==> src/rtl/instr_fetch_stage.sv <==
// Instruction fetch stage: issues req/ack reads of instruction memory for the
// current PC, buffers {pc, instr} pairs in a small FIFO for decode, and pulses
// pc_advance to step the program counter. A flush discards the in-flight read
// (via DROP) and empties the buffer.
//
// Handshakes:
//   imem: imem_req is held with a stable imem_addr until a cycle with imem_ack=1;
//         that cycle completes the read. imem_ack is ignored while imem_req=0.
//   id:   an entry transfers on any cycle where id_valid=1 and id_ready=1;
//         id_* hold steady while id_valid=1 and id_ready=0.
module instr_fetch_stage #(
  parameter int FIFO_DEPTH  = 2,
  parameter int ACK_TIMEOUT = 15
) (
  input  logic        clk,
  input  logic        reset,
  input  logic [31:0] pc_in,
  output logic        pc_advance,
  input  logic        flush,
  output logic        imem_req,
  output logic [31:0] imem_addr,
  input  logic        imem_ack,
  input  logic [31:0] imem_rdata,
  output logic        id_valid,
  input  logic        id_ready,
  output logic [31:0] id_instr,
  output logic [31:0] id_pc,
  output logic [31:0] id_pc4,
  output logic        fetch_err,
  output logic [1:0]  dbg_state
);

  typedef enum logic [1:0] {
    S_IDLE = 2'd0,
    S_BUSY = 2'd1,
    S_DROP = 2'd2
  } state_t;

  localparam int PW = $clog2(FIFO_DEPTH);
  localparam int CW = PW + 1;
  localparam int TW = $clog2(ACK_TIMEOUT + 1);

  state_t          state_q, state_d;
  logic [31:0]     addr_q, addr_d;
  logic [TW-1:0]   tmo_q, tmo_d, tmo_inc;
  logic            err_q, err_d;

  logic [31:0]     pc_mem  [FIFO_DEPTH];
  logic [31:0]     ins_mem [FIFO_DEPTH];
  logic [PW-1:0]   wr_ptr_q, rd_ptr_q;
  logic [CW-1:0]   count_q;

  logic [CW:0]     occ;
  logic            room, can_try, issue, misalign, push, pop;

  // Occupancy counts the read currently completing in BUSY, ignoring any pop.
  assign occ      = {1'b0, count_q} + {{CW{1'b0}}, (state_q == S_BUSY)};
  assign room     = occ < (CW+1)'(FIFO_DEPTH);
  assign can_try  = ~reset & ~flush & ~err_q & room;
  assign issue    = can_try & (pc_in[1:0] == 2'b00);
  assign misalign = can_try & (pc_in[1:0] != 2'b00);
  assign tmo_inc  = tmo_q + 1'b1;

  assign id_valid  = (count_q != '0);
  assign pop       = id_valid & id_ready;
  assign imem_req  = (state_q == S_BUSY) || (state_q == S_DROP);
  assign imem_addr = addr_q;
  assign fetch_err = err_q;
  assign dbg_state = state_q;
  assign id_pc     = id_valid ? pc_mem[rd_ptr_q]  : 32'd0;
  assign id_instr  = id_valid ? ins_mem[rd_ptr_q] : 32'd0;
  assign id_pc4    = id_pc + 32'd4;

  // Fetch FSM next-state, request bookkeeping and push/advance decisions.
  always_comb begin
    state_d    = state_q;
    addr_d     = addr_q;
    tmo_d      = tmo_q;
    err_d      = err_q;
    push       = 1'b0;
    pc_advance = 1'b0;
    case (state_q)
      S_IDLE: begin
        if (issue) begin
          pc_advance = 1'b1;
          addr_d     = pc_in;
          tmo_d      = '0;
          state_d    = S_BUSY;
        end else if (misalign) begin
          err_d = 1'b1;
        end
      end
      S_BUSY: begin
        if (imem_ack) begin
          push = ~flush;
          if (issue) begin
            pc_advance = 1'b1;
            addr_d     = pc_in;
            tmo_d      = '0;
          end else begin
            if (misalign) err_d = 1'b1;
            state_d = S_IDLE;
          end
        end else if (tmo_inc == TW'(ACK_TIMEOUT)) begin
          err_d   = 1'b1;
          state_d = S_IDLE;
        end else begin
          tmo_d = tmo_inc;
          if (flush) state_d = S_DROP;
        end
      end
      S_DROP: begin
        if (imem_ack) begin
          state_d = S_IDLE;
        end else if (tmo_inc == TW'(ACK_TIMEOUT)) begin
          err_d   = 1'b1;
          state_d = S_IDLE;
        end else begin
          tmo_d = tmo_inc;
        end
      end
      default: state_d = S_IDLE;
    endcase
  end

  // FSM, address, timeout and sticky error registers.
  always_ff @(posedge clk) begin
    if (reset) begin
      state_q <= S_IDLE;
      addr_q  <= 32'd0;
      tmo_q   <= '0;
      err_q   <= 1'b0;
    end else begin
      state_q <= state_d;
      addr_q  <= addr_d;
      tmo_q   <= tmo_d;
      err_q   <= err_d;
    end
  end

  // Buffer storage; contents are only observed through valid entries.
  always_ff @(posedge clk) begin
    if (push && !reset && !flush) begin
      pc_mem[wr_ptr_q]  <= addr_q;
      ins_mem[wr_ptr_q] <= imem_rdata;
    end
  end

  // Buffer pointers and occupancy; flush empties the buffer outright.
  always_ff @(posedge clk) begin
    if (reset || flush) begin
      wr_ptr_q <= '0;
      rd_ptr_q <= '0;
      count_q  <= '0;
    end else begin
      if (push) wr_ptr_q <= wr_ptr_q + 1'b1;
      if (pop)  rd_ptr_q <= rd_ptr_q + 1'b1;
      case ({push, pop})
        2'b10:   count_q <= count_q + 1'b1;
        2'b01:   count_q <= count_q - 1'b1;
        default: count_q <= count_q;
      endcase
    end
  end

endmodule

==> config.mk <==
export PLATFORM = sky130hd
export DESIGN_NAME = instr_fetch_stage
export DESIGN_NICKNAME = d
export VERILOG_FILES = /design/src/rtl/instr_fetch_stage.sv
export SDC_FILE = /design/constraint.sdc
export NUM_CORES = 1
export LEC_CHECK = 0
export CAP_MARGIN = 20
export CORE_ASPECT_RATIO = 0.75
export CORE_MARGIN = 3
export CORE_UTILIZATION = 30
export DETAILED_ROUTE_END_ITERATION = 10
export PLACE_DENSITY = 0.6
export SYNTH_ARGS = -nofsm -noshare
export SYNTH_HDL_FRONTEND = slang
export SYNTH_SLANG_ARGS = --single-unit
==> constraint.sdc <==
create_clock -name clk -period 7.6 [get_ports clk]
set_clock_uncertainty 0.1 [all_clocks]
set_input_delay 1.52 -clock clk [delete_from_list [all_inputs] [get_ports clk]]
set_output_delay 1.52 -clock clk [all_outputs]
set_load 0.02 [all_outputs]
==> flow_summary.toml <==
[status]
status = "complete, no violations"

[clocking]
cts_root_buffer = "clkbuf_16"
clk_pin_slew_ps = 70
cts_tree = "built"
cts_buffers = 17
insertion_delay_ps = 420
clkSinkCount = 172
cts_htree_levels = 4
clk_path_buf_depth = 2
postCtsSetupRepairBufs = 0
ctsHoldBuffers = 0
ctsResizeCount = 0

[power]
pwr-share-comb = 0.045
powerDensity_mw_per_mm2 = 185
clockPowerShare = 0.433
internal_power_mw = 1.51
p_switching_mw = 0.432
p_seq_frac = 0.521
ir_drop_mv = 0.154
switching_share = 0.222
p_leak_nw = 3.68
p_total_mw = 1.94

[cells_and_area]
ff_latch_area_mm2 = 0.00473
final_cell_area_mm2 = 0.0105
diodes = 0
multiInputGateArea_mm2 = 0.00269
layout-drive-gt1-share = 0.0913
fillerInstances = 2260
area_delta_synth_final_pct = 38.1
nets = 864

[grt]
grt_pass1_wl_um = 30200
grt_overflow = 0
grt_pass1_vias = 5052
antenna_found_initial = 2
grtUsageTotal = 0.146
grt_start_max_net_pins = 67

[yosys]
seq_area_frac_synth = 0.621
synthCells = 591
synth-async-reset-ratio = 0
synth_edf_count = 128
synth_top_cells_by_count = "edfxtp_1 (128), nor2_1 (107), mux2i_1 (93)"
syn_area_mm2 = 0.00761
synth_warnings = 0
synth_top_area_cell = "edfxtp_1"
synth_top_area_share = 0.505
synth_seq_cells = 172
yosysMostFrequentCell = "edfxtp_1"
syn-num-nets = 668
synth.distinct_cells = 54
synthTopCellsByArea = "edfxtp_1 (51%), mux2i_1 (12%), dfxtp_1 (12%)"
syn_area_per_cell_um2 = 12.9
dominantRegCellSynth = "edfxtp_1"

[worst_setup_path]
reg2reg_depth = 5
cp-end-kind = "output pin"
start_kind = "register"
crit_required_ps = 5980
critical_path_depth = 7
rrSetupSlack_ps = 5080
cpMaxStageDelayCell = "dfxtp_4"
crit_path_max_incr_delay_ps = 710
arrival_ps = 4220
path_buf_inv = 2
rr_endpoint = "pc_mem[1][7]"
crit_fanout = 54
crit_chain = "buf_4 > nand3_1 > a211oi_2 > nand4_4 > nor4_2 > xor2_1 > clkdlybuf4s50_1"
crit_family = "buffers and inverters"
rr_startpoint = "dbg_state[1]"
crit_type = "reg2out"

[floorplan]
initial_utilization = 0.311
coreArea_mm2 = 0.0245
dieHeight_um = 144
num_rows = 49
dieWidth_um = 190
die-area_mm2 = 0.0273
ios = 203

[min_path]
hold_path.class = "reg2reg"
min_path_cells = 0
holdPathEnd = "pc_mem[1][26]"
hp-start = "imem_addr[26]"

[place]
placed_cell_area_mm2 = 0.00992
dp_slack_ps = 2210
dpl.hpwl_um = 13800
gp_congestion = 0.787
port_buffers = 202

[detailed_routing]
post_drt_wl_per_cell_um = 17.7
dr_total_vias = 5169
drt-initial-drc-count = 253
final_antenna_net_count = 0
wl_um = 20000
first_pass_iters = 4
drt-vias-per-instance = 4.57
drc = 0

[timing]
hold_viol = 0
finalCritPeriodShare = 0.768
holdWs_ps = 388
fin_tns_setup_ps = 0
relSlewSlack = 0.360
final-setup-viol-count = 0
fmax_mhz = 171
fin_crit_ps = 5840
drv_slew = 0
rsz0062_at_grt = "false"
worst_pin_slew_ps = 959
fin_ws_ps = 1760

[flow_run]
max-cap-violations = 0
## routing by layer
layer  global-route usage  part of all wire
met3               0.0512             0.074
met4               0.0362            0.0094
met2                0.215              0.43
met1                0.207              0.49
met5                    0            0.0011
## kinds of logic (layout without fill, tap and decap cells)
| group | after synthesis | count (layout) | synth area share |
|---|---|---|---|
| buf+inv | 41 | 250 | 0.0278 |
| compound gates | 33 | 33 | 0.0344 |
| mux | 95 | 95 | 0.126 |
| xor+xnor | 33 | 33 | 0.0380 |
| fa+ha+maj | 8 | 8 | 0.0132 |
| simple gates | 209 | 209 | 0.140 |
| flops | 172 | 172 | 0.621 |
## stage by stage
step           utilization  instances
3_3_place_gp         0.406       1098
2_1_floorplan            -        591
5_1_grt              0.430       1131
6_report             0.430       1131
3_5_place_dp         0.406       1098
4_1_cts              0.429       1130
## registers in the layout (all words and copies together) (netlist names), named ones only
name,count
ins_mem,64
fetch_err,1
count_q,2
rd_ptr_q,1
wr_ptr_q,1
tmo_q,4
dbg_state,2
imem_addr,32
pc_mem,64
## cell usage in the layout, fill, tap and decap left out, types with 5 or more instances in the layout
| cell type | netlist | routed |
|---|---|---|
| clkdlybuf4s50_1 | 0 | 201 |
| edfxtp_1 | 128 | 128 |
| nor2_1 | 107 | 107 |
| mux2i_1 | 93 | 93 |
| dfxtp_1 | 44 | 43 |
| xor2_1 | 20 | 20 |
| nand3_1 | 19 | 19 |
| clkbuf_16 | 0 | 18 |
| nand2_1 | 17 | 17 |
| xnor2_1 | 13 | 13 |
| inv_1 | 10 | 10 |
| nor3_1 | 11 | 10 |
| nand3b_1 | 8 | 8 |
| a21oi_1 | 8 | 8 |
| ha_1 | 8 | 8 |
| nor4_1 | 7 | 7 |
| nor3_2 | 4 | 5 |
| nand4_1 | 5 | 5 |
| a211oi_2 | 5 | 5 |
| nand2b_1 | 5 | 5 |
| buf_4 | 3 | 5 |
## power by group through the flow
stage	sequential [mW]	clock (mW)	combinational, mW
after floorplan	1.04	0	0.0267
after global placement	1.03	0	0.0876
after detailed placement	1.03	0	0.0885
after CTS	1.01	0.872	0.0889
after global routing	1.01	0.911	0.0949
final	1.01	0.843	0.0882
## layout make-up
class / instances / area share
Sequential cell: 172 / 0.450
Clock buffer: 19 / 0.0442
Multi-Input combinational cell: 378 / 0.256
Timing Repair Buffer: 208 / 0.197
Tap cell: 331 / 0.0394
Inverter: 10 / 0.00357
Clock inverter: 13 / 0.00988
## how the worst max path moves through the flow
stage	end	slack [ps]
final	id_pc4[31]	1760
after global routing	id_pc4[31]	1530
after CTS	id_pc4[31]	1730
after detailed placement	id_pc4[31]	2210
after global placement	id_pc4[31]	2270
after floorplan	ins_mem[1][0]	300
Note: power is estimated with default switching activity, not from simulation.
